### src/rtl/elevator_pkg.sv
// elevator_pkg: shared controller states, travel direction and default sizing.
package elevator_pkg;
    localparam int DEF_NUM_FLOORS = 40;
    localparam int DEF_FLOOR_W = 6;
    typedef enum logic [1:0] {IDLE, MOVE_UP, MOVE_DOWN, DOOR_OPEN} state_t;
    typedef enum logic {UP, DOWN} dir_t;
endpackage

### src/rtl/elevator_scan_ctrl_if.sv
// elevator_scan_ctrl_if: call-button requests in, car/door/display status out.
interface elevator_scan_ctrl_if #(
    parameter int NUM_FLOORS = elevator_pkg::DEF_NUM_FLOORS,
    parameter int FLOOR_W = elevator_pkg::DEF_FLOOR_W
);
    logic req_valid;
    logic [FLOOR_W-1:0] req_floor;
    logic [FLOOR_W-1:0] current_floor;
    logic moving_up;
    logic moving_down;
    logic door_open;
    logic arrived;
    logic [NUM_FLOORS-1:0] pending;
    logic req_err;
    modport master (
        output req_valid, req_floor,
        input current_floor, moving_up, moving_down, door_open, arrived, pending, req_err
    );
    modport slave (
        input req_valid, req_floor,
        output current_floor, moving_up, moving_down, door_open, arrived, pending, req_err
    );
endinterface

### src/rtl/elevator_call_scan.sv
// elevator_call_scan: classifies outstanding calls relative to the car position.
module elevator_call_scan #(
    parameter int NUM_FLOORS = elevator_pkg::DEF_NUM_FLOORS,
    parameter int FLOOR_W = elevator_pkg::DEF_FLOOR_W
) (
    input logic [NUM_FLOORS-1:0] pending,
    input logic [FLOOR_W-1:0] current_floor,
    output logic any_above,
    output logic any_below,
    output logic here
);
    logic [NUM_FLOORS-1:0] at_mask;
    logic [NUM_FLOORS-1:0] below_mask;
    assign at_mask = NUM_FLOORS'(1) << current_floor;
    assign below_mask = at_mask - NUM_FLOORS'(1);
    assign here = |(pending & at_mask);
    assign any_below = |(pending & below_mask);
    assign any_above = |(pending & ~(below_mask | at_mask));
endmodule

### src/rtl/elevator_scan_ctrl.sv
// elevator_scan_ctrl: SCAN-policy elevator controller with timed travel and door dwell.
module elevator_scan_ctrl
    import elevator_pkg::*;
#(
    parameter int NUM_FLOORS = DEF_NUM_FLOORS,
    parameter int FLOOR_W = DEF_FLOOR_W,
    parameter int TRAVEL_CYCLES = 8,
    parameter int DOOR_CYCLES = 16
) (
    input logic clk,
    input logic reset,
    elevator_scan_ctrl_if.slave bus
);
    localparam int TW = $clog2(TRAVEL_CYCLES + 1);
    localparam int DW = $clog2(DOOR_CYCLES + 1);
    localparam logic [TW-1:0] TRAVEL_LAST = TW'(TRAVEL_CYCLES - 1);
    localparam logic [DW-1:0] DOOR_LAST = DW'(DOOR_CYCLES - 1);
    localparam logic [FLOOR_W-1:0] TOP = FLOOR_W'(NUM_FLOORS - 1);

    state_t state, state_n;
    dir_t last_dir, last_dir_n;
    logic [FLOOR_W-1:0] cur, cur_n;
    logic [NUM_FLOORS-1:0] pending, set_mask, clr_mask;
    logic [TW-1:0] travel_cnt, travel_n;
    logic [DW-1:0] door_cnt, door_n;
    logic arrived, arrived_n, req_err;
    logic any_above, any_below, here;
    logic in_range, door_hold, travel_tc, door_tc, go_up, go_dn, decide;

    elevator_call_scan #(.NUM_FLOORS(NUM_FLOORS), .FLOOR_W(FLOOR_W)) scan (
        .pending(pending),
        .current_floor(cur),
        .any_above(any_above),
        .any_below(any_below),
        .here(here)
    );

    assign in_range = int'(bus.req_floor) < NUM_FLOORS;
    // A call for the floor whose door is open just extends the dwell.
    assign door_hold = state == DOOR_OPEN && bus.req_valid && bus.req_floor == cur;
    assign set_mask = (bus.req_valid && in_range && !door_hold) ? NUM_FLOORS'(1) << bus.req_floor : '0;
    assign travel_tc = travel_cnt == TRAVEL_LAST;
    assign door_tc = door_cnt == DOOR_LAST;
    // Keep heading the way we last travelled while calls remain that way.
    assign go_up = any_above && (last_dir == UP || !any_below);
    assign go_dn = any_below && !go_up;

    always_comb begin
        state_n = state;
        last_dir_n = last_dir;
        cur_n = cur;
        travel_n = '0;
        door_n = '0;
        clr_mask = '0;
        arrived_n = 1'b0;
        decide = 1'b0;
        case (state)
            IDLE: decide = 1'b1;
            MOVE_UP, MOVE_DOWN: begin
                travel_n = travel_tc ? '0 : travel_cnt + TW'(1);
                if (travel_tc) begin
                    cur_n = state == MOVE_UP ? (cur == TOP ? cur : cur + FLOOR_W'(1))
                                             : (cur == '0 ? cur : cur - FLOOR_W'(1));
                    if (|(pending & (NUM_FLOORS'(1) << cur_n))) begin
                        state_n = DOOR_OPEN;
                        clr_mask = NUM_FLOORS'(1) << cur_n;
                        arrived_n = 1'b1;
                    end
                end
            end
            DOOR_OPEN: begin
                door_n = door_hold ? '0 : door_cnt + DW'(1);
                decide = !door_hold && door_tc;
            end
            default: state_n = IDLE;
        endcase
        if (decide) begin
            door_n = '0;
            state_n = here ? DOOR_OPEN : go_up ? MOVE_UP : go_dn ? MOVE_DOWN : IDLE;
            last_dir_n = here ? last_dir : go_up ? UP : go_dn ? DOWN : last_dir;
            clr_mask = here ? NUM_FLOORS'(1) << cur : '0;
            arrived_n = here;
        end
    end

    always_ff @(posedge clk) begin
        if (reset) begin
            state <= IDLE;
            last_dir <= UP;
            cur <= '0;
            pending <= '0;
            travel_cnt <= '0;
            door_cnt <= '0;
            arrived <= 1'b0;
            req_err <= 1'b0;
        end else begin
            state <= state_n;
            last_dir <= last_dir_n;
            cur <= cur_n;
            pending <= (pending | set_mask) & ~clr_mask;
            travel_cnt <= travel_n;
            door_cnt <= door_n;
            arrived <= arrived_n;
            req_err <= bus.req_valid && !in_range;
        end
    end

    // SCAN only travels toward an outstanding call, so hitting a bound means lost state.
    assert property (@(posedge clk) disable iff (reset) !(state == MOVE_UP && travel_tc && cur == TOP));
    assert property (@(posedge clk) disable iff (reset) !(state == MOVE_DOWN && travel_tc && cur == '0));

    assign bus.current_floor = cur;
    assign bus.moving_up = state == MOVE_UP;
    assign bus.moving_down = state == MOVE_DOWN;
    assign bus.door_open = state == DOOR_OPEN;
    assign bus.arrived = arrived;
    assign bus.pending = pending;
    assign bus.req_err = req_err;
endmodule

### src/flat_wrapper.sv
// flat-port wrapper written by rule: the top's interface ports become plain ports
module elevator_scan_ctrl_flat import elevator_pkg::*;
#(
    parameter int NUM_FLOORS = DEF_NUM_FLOORS,
    parameter int FLOOR_W = DEF_FLOOR_W,
    parameter int TRAVEL_CYCLES = 8,
    parameter int DOOR_CYCLES = 16
)
  (clk, reset, bus_req_valid, bus_req_floor, bus_current_floor, bus_moving_up, bus_moving_down, bus_door_open, bus_arrived, bus_pending, bus_req_err);
  elevator_scan_ctrl_if #(.NUM_FLOORS(NUM_FLOORS), .FLOOR_W(FLOOR_W)) bus_i ();
  input logic clk;
  input logic reset;
  input wire logic [$bits(bus_i.req_valid)-1:0] bus_req_valid;
  input wire logic [$bits(bus_i.req_floor)-1:0] bus_req_floor;
  output wire logic [$bits(bus_i.current_floor)-1:0] bus_current_floor;
  output wire logic [$bits(bus_i.moving_up)-1:0] bus_moving_up;
  output wire logic [$bits(bus_i.moving_down)-1:0] bus_moving_down;
  output wire logic [$bits(bus_i.door_open)-1:0] bus_door_open;
  output wire logic [$bits(bus_i.arrived)-1:0] bus_arrived;
  output wire logic [$bits(bus_i.pending)-1:0] bus_pending;
  output wire logic [$bits(bus_i.req_err)-1:0] bus_req_err;
  assign bus_i.req_valid = bus_req_valid;
  assign bus_i.req_floor = bus_req_floor;
  assign bus_current_floor = bus_i.current_floor;
  assign bus_moving_up = bus_i.moving_up;
  assign bus_moving_down = bus_i.moving_down;
  assign bus_door_open = bus_i.door_open;
  assign bus_arrived = bus_i.arrived;
  assign bus_pending = bus_i.pending;
  assign bus_req_err = bus_i.req_err;
  elevator_scan_ctrl #(.NUM_FLOORS(NUM_FLOORS), .FLOOR_W(FLOOR_W), .TRAVEL_CYCLES(TRAVEL_CYCLES), .DOOR_CYCLES(DOOR_CYCLES)) u_core (.clk(clk), .reset(reset), .bus(bus_i));
endmodule
### config.mk
export PLATFORM = sky130hd
export DESIGN_NAME = elevator_scan_ctrl_flat
export DESIGN_NICKNAME = d
export VERILOG_FILES = /design/src/rtl/elevator_pkg.sv /design/src/rtl/elevator_scan_ctrl_if.sv /design/src/rtl/elevator_call_scan.sv /design/src/rtl/elevator_scan_ctrl.sv /design/src/flat_wrapper.sv
export SDC_FILE = /design/constraint.sdc
export NUM_CORES = 1
export LEC_CHECK = 0
export CAP_MARGIN = 20
export CORE_MARGIN = 10
export CORE_UTILIZATION = 35
export DETAILED_ROUTE_END_ITERATION = 12
export GPL_TIMING_DRIVEN = 0
export PLACE_DENSITY_LB_ADDON = 0.12
export RECOVER_POWER = 25
export SYNTH_ARGS = -nofsm -noshare
export SYNTH_HDL_FRONTEND = slang
export SYNTH_SLANG_ARGS = --single-unit
export TNS_END_PERCENT = 1
### constraint.sdc
create_clock -name clk -period 4.45 [get_ports clk]
set_input_delay 0.89 -clock clk [delete_from_list [all_inputs] [get_ports clk]]
set_output_delay 0.89 -clock clk [all_outputs]
set_load 0.02 [all_outputs]
==> impl_metrics.ini, run 1 <==
[outcome]
status = finished clean

[cts]
cts_hold_buf = 0
cts.sinks = 60
cts-htree-levels = 3
tritoncts = built
cts_made_buffers = 9
clock_latency_ns = 0.34
clock_path_buffers = 2
clkTransAtPathRegs_ns = 0.06
cts-root-buf = clkbuf_16

[layout]
fin_cells = 1146
syn_to_final_growth_pct = 26.75
utilization_pct = 45.54
fill_cells = 1725
antenna_cells = 0
nets = 979
final_area_sq_mm = 0.007904
drive_gt1_share_pct = 15.53

[timing]
post-route-period-util_pct = 98.77
drv_slew = 0
finalWorstSetupSlack_ns = 0.05488
period_minus_slack_ns = 4.395
setup_violations = 0
whs_ns = 0.4471
fmax_mhz = 227.5
relSlewSlack_pct = 16.03
rsz0062_at_grt = true
worst_pin_slew_ns = 1.242
timing_hold_violations_final = 0
tns_ns = 0
skew_ns = 0.007619

[power_and_ir_drop]
leakagePower_nw = 2.780
power.total_mw = 1.707
p_sw_share_pct = 32.54
powerDensity_mw_per_mm2 = 215.9
switchingPower_mw = 0.5553
comb_power_share_pct = 23.3
seq_power_share_pct = 33.6
p_int_mw = 1.151
clkPwrFrac_pct = 43.1
peakVddDrop_v = 0.0003209

[setup_path]
start_kind = flip-flop
cp.arrival_ns = 4.65
r2r-end = u_core.last_dir
startpoint = u_core.bus.current_floor[0]
ff2ff_path_depth = 18
end_kind = flip-flop
cp_max_fo = 7
ff2ff_setup_slack_ns = 0.05
critPathRequiredTime_ns = 4.71
crit_type = reg2reg
crit-reg2reg-launch = u_core.bus.current_floor[0]

[placed_design]
post_dp_cell_area_sq_mm = 0.007108
dpl.hpwl_mm = 24.15
preCtsSetupSlack_ns = -1.239
dpl.cell_count = 1111
port_buffers = 55
gp_congestion = 1.060

[routing]
drt-initial-drc-count = 1281
ant_nets = 0
drc = 0
num_vias = 7874
via_per_inst = 6.871
first_pass_iters = 6
wl_per_cell_microns = 28.80
wl_mm = 33.01

[synth]
synth_ff_type = dfxtp_1
yosysTopAreaCell = dfxtp_1
synth.most_common_cell = nand2_1
netlist_instances = 828
yosys-top-cells-count = nand2_1 (77), a21oi_1 (65), dfxtp_1 (60)
synth-edff-count = 0
async_flop_share_pct = 0
avgSynthCellArea_sq_um = 7.531
ys_warn_count = 0
synth_cell_types = 78
syn_nets = 891
ys_ff_latch = 60
syn_area_sq_mm = 0.006236
yosysSeqAreaShare_pct = 19.26
synth_area_leaders = dfxtp_1 (19%), ha_1 (11%), a21oi_1 (5.2%)
synth_top_area_share_pct = 19.26

[grt]
grt.total_usage_pct = 26.06
grt_pass1_vias = 7256
grt_max_degree = 20
antenna_found_initial = 1
grt_overflow = 0
grt_pass1_wl_mm = 47.41

[floorplan]
pin_count = 60
die_area_sq_mm = 0.02356
start_util_pct = 35.93
die_h_microns = 153.5
core_area_sq_mm = 0.01736
fp-row-count = 48
fp.dieW_microns = 153.5

[min_path]
hold_start = u_core.travel_cnt[0]
min_to = u_core.travel_cnt[0]
hold_path_depth = 1
hp-class = reg2reg

[flow_run]
cap_violations = 0
[power by group through the flow]
stage,sequential (mW),clock [mW],combinational (mW)
2_1_floorplan,0.582,0,0.265
3_3_place_gp,0.586,0,0.389
3_5_place_dp,0.587,0,0.385
4_1_cts,0.573,0.741,0.390
5_1_grt,0.575,0.763,0.434
6_report,0.573,0.736,0.398
[area by class of cell]
class | count | area (sq um) | area share (%)
repair buffers | 86 | 788.3 | 9.973
well taps | 225 | 281.5 | 3.562
clock buffers | 11 | 252.7 | 3.198
multi-input cells | 674 | 4815 | 60.92
plain buffers | 58 | 379.1 | 4.797
clock inverters | 5 | 58.81 | 0.7440
inverters | 27 | 112.6 | 1.425
flip-flops and latches | 60 | 1216 | 15.39
[worst max-delay path by stage]
stage / to / slack (ns)
floorplan: u_core.state[0] / 0.01
finish: u_core.last_dir / 0.05
CTS: u_core.state[0] / 0.01
global placement: u_core.state[0] / -1.45
global route: u_core.last_dir / -0.02
detailed placement: u_core.state[0] / -1.24
[worst max-delay path, cell delays in order (launching register included)]
cell and delay, ns:
dfxtp_4 0.36, clkbuf_16 0.13, clkinvlp_4 0.13, ha_4 0.21, buf_8 0.13, or3_4 0.44
o31ai_4 0.22, o21ai_2 0.11, or4_4 0.49, or2_4 0.27, a211o_1 0.26, ha_2 0.18
a22oi_2 0.12, nand4_1 0.22, nor4_2 0.38, and3_4 0.30, nor2b_1 0.14, o21ai_1 0.06
a21oi_1 0.15
[cell usage in the layout (no fill, tap or decap), types with 13 or more instances in the layout]
master | synthesis | layout
nor3_1 | 19 | 18
clkbuf_1 | 37 | 26
a311o_1 | 25 | 25
nor2_1 | 57 | 54
a22oi_1 | 32 | 31
o21ai_0 | 30 | 26
a31oi_1 | 48 | 48
ha_1 | 54 | 48
and3_1 | 23 | 20
clkdlybuf4s50_1 | 0 | 37
nand3_1 | 34 | 32
nand4_1 | 16 | 16
buf_4 | 7 | 31
dfxtp_1 | 60 | 56
dlygate4sd3_1 | 0 | 18
nor2b_1 | 13 | 13
a21oi_1 | 65 | 63
inv_1 | 27 | 24
nand2_1 | 77 | 72
[what timing repair did]
item,CTS,global route
buffers inserted,12,14
pin swaps,5,19
endpoints found under the setup margin,3,3
resized for setup,47,43
[logic make-up after synthesis]
group                      Yosys count  share of synthesized area [%]
buffers and inverters               94                          6.902
adders and majority gates           54                          10.83
muxes                               11                          2.047
xor gates and xnor gates            13                          1.826
and+or+nand+nor                    306                          26.00
AOI/OAI and AO/OA                  290                          33.13
DFF                                 60                          19.26
[registers in the layout (all words and copies together), names as in the netlist]
register                  count
u_core.bus.arrived            1
u_core.bus.req_err            1
u_core.last_dir               1
u_core.bus.current_floor      6
u_core.state                  2
u_core.door_cnt               5
u_core.bus.pending           40
u_core.travel_cnt             4
[layer usage]
| metal | up-vias | global-route usage, % | wire length [microns] |
|---|---|---|---|
| li1 | 3388 | - | - |
| met1 | 3706 | 34.20 | 12880 |
| met2 | 633 | 36.73 | 13270 |
| met3 | 147 | 6.397 | 4380 |
| met4 | 0 | 17.23 | 2484 |
| met5 | - | 0 | 0 |
(Power assumes the default switching activity.)
==> inputs of run 2 (changes only) <==
--- a/config.mk
+++ b/config.mk
@@ -7,7 +7,7 @@
 export LEC_CHECK = 0
 export CAP_MARGIN = 20
 export CORE_MARGIN = 10
-export CORE_UTILIZATION = 35
+export CORE_UTILIZATION = 54
 export DETAILED_ROUTE_END_ITERATION = 12
 export GPL_TIMING_DRIVEN = 0
 export PLACE_DENSITY_LB_ADDON = 0.12
==> run 2 against run 1 <==
The run now ends with DRC, setup timing left. Via count rose by 6.3%. Total power rose by 5.7%. Die area fell by 31%. Setup slack got worse by 0.079 ns. Maximum frequency fell by 1.8%. Register-to-register slack got worse by 0.08 ns. Critical path type unchanged. Count of clock-buffer cells in the layout fell by 1.
==> impl_metrics.ini, run 2 (same netlist as run 1, synthesis figures left out) <==
[cts]
tritoncts = built
cts_hold_buf = 0
cts-root-buf = clkbuf_16
clock_latency_ns = 0.33
cts.sinks = 60
clock_path_buffers = 2
cts_made_buffers = 9
clkTransAtPathRegs_ns = 0.06
cts-htree-levels = 3

[grt]
grt_pass1_wl_mm = 47.99
grt_pass1_vias = 7741
grt_overflow = 0
grt.total_usage_pct = 38.09
grt_max_degree = 20
antenna_found_initial = 1

[setup_path]
startpoint = u_core.bus.current_floor[0]
ff2ff_setup_slack_ns = -0.02
crit_type = reg2reg
ff2ff_path_depth = 20
crit-reg2reg-launch = u_core.bus.current_floor[0]
cp.arrival_ns = 4.75
start_kind = flip-flop
end_kind = flip-flop
cp_max_fo = 10
critPathRequiredTime_ns = 4.72

[routing]
via_per_inst = 7.943
num_vias = 8372
drc = 1
ant_nets = 0
wl_mm = 32.81
drt-initial-drc-count = 2209
wl_per_cell_microns = 31.13
first_pass_iters = 13

[power_and_ir_drop]
peakVddDrop_v = 0.0003314
powerDensity_mw_per_mm2 = 233.1
leakagePower_nw = 2.697
power.total_mw = 1.803

[min_path]
hp-class = reg2reg
hold_path_depth = 1
hold_start = u_core.travel_cnt[0]

[timing]
worst_pin_slew_ns = 1.227
rsz0062_at_grt = true
drv_slew = 0
fmax_mhz = 223.5
setup_violations = 1
period_minus_slack_ns = 4.474
skew_ns = 0.007101
timing_hold_violations_final = 0
finalWorstSetupSlack_ns = -0.02395
tns_ns = -0.02395
relSlewSlack_pct = 17.02
post-route-period-util_pct = 100.5

[layout]
antenna_cells = 0
fill_cells = 976
utilization_pct = 68.05
layout_common_cells = nand2_1 (74), a21oi_1 (63), dfxtp_1 (56)
syn_to_final_growth_pct = 24.08
nets = 969
fin_cells = 1054
largest_reg_flops = 40
largest-register = u_core.bus.pending
final_common_cell = nand2_1
drive_gt1_share_pct = 14.16

[placed_design]
dpl.cell_count = 1027
port_buffers = 55
preCtsSetupSlack_ns = -1.314
gp_congestion = 1.192
dpl.hpwl_mm = 23.32

[flow_run]
cap_violations = 0

[floorplan]
core_area_sq_mm = 0.01137
start_util_pct = 54.85
die_area_sq_mm = 0.01625
die_h_microns = 127.5
fp-row-count = 39
pin_count = 60
fp.dieW_microns = 127.5

[outcome]
failed_checks = DRC, setup timing
status = finished, violations left
==> run 2: report_power, final <==
group | switching, mW | internal (mW) | total (mW)
Clock | 0.261 | 0.548 | 0.809
Combinational | 0.280 | 0.139 | 0.419
Sequential | 0.0235 | 0.552 | 0.576
==> run 2: final cells by class <==
type	count	area [sq um]	share of cell area (%)
Inverter	27	108.9	1.407
Tap cell	143	178.9	2.312
Timing Repair Buffer	75	701.9	9.072
Sequential cell	60	1214	15.69
Clock buffer	10	229.0	2.959
Clock inverter	6	111.4	1.439
Multi-Input combinational cell	674	4821	62.31
Buffer	59	372.9	4.819
==> run 2: worst max-delay path: stages, from the launching register on <==
cell and delay [ns]:
dfxtp_4 0.38, buf_8 0.14, clkinvlp_4 0.14, ha_2 0.30, clkbuf_4 0.25, nor2b_1 0.16, o21ai_1 0.23, nand2_1 0.20
nor4_2 0.47, and3_1 0.28, nand3_1 0.09, ha_1 0.28, a22oi_1 0.25, nand4_1 0.16, a2111oi_2 0.31, nand4_1 0.16
buf_6 0.18, a21oi_1 0.13, nor2_1 0.05, nor2_1 0.10, o31a_1 0.14
==> run 2: final timing paths <==
| check | end |
|---|---|
| max | u_core.state[0] |
| min | u_core.travel_cnt[0] |
| max reg2reg | u_core.state[0] |
| min reg2reg | u_core.travel_cnt[0] |
==> run 2: per-stage QoR <==
step	hold WS, ns	cell area, sq um
detailed placement	0.4360	6997
global route	0.4718	7737
floorplan	0.4175	6250
finish	0.4518	7737
global placement	0.4274	6979
CTS	0.4480	7540
==> run 2: metal layers <==
metal	part of all wire [%]	wire, microns	global-route usage (%)	vias to the layer above
met2	38	12570	53.10	891
li1	-	-	-	3378
met4	9.4	3087	24.58	0
met1	33	10910	45.94	3777
met5	0	0	0	-
met3	19	6243	17.74	326
==> run 2: repair_timing <==
| action | in CTS | in global routing |
|---|---|---|
| pin swaps | 3 | 11 |
| setup buffers | 10 | 8 |
| setup endpoints to repair | 3 | 42 |
| resized for setup | 45 | 37 |
| gates cloned | 0 | 0 |
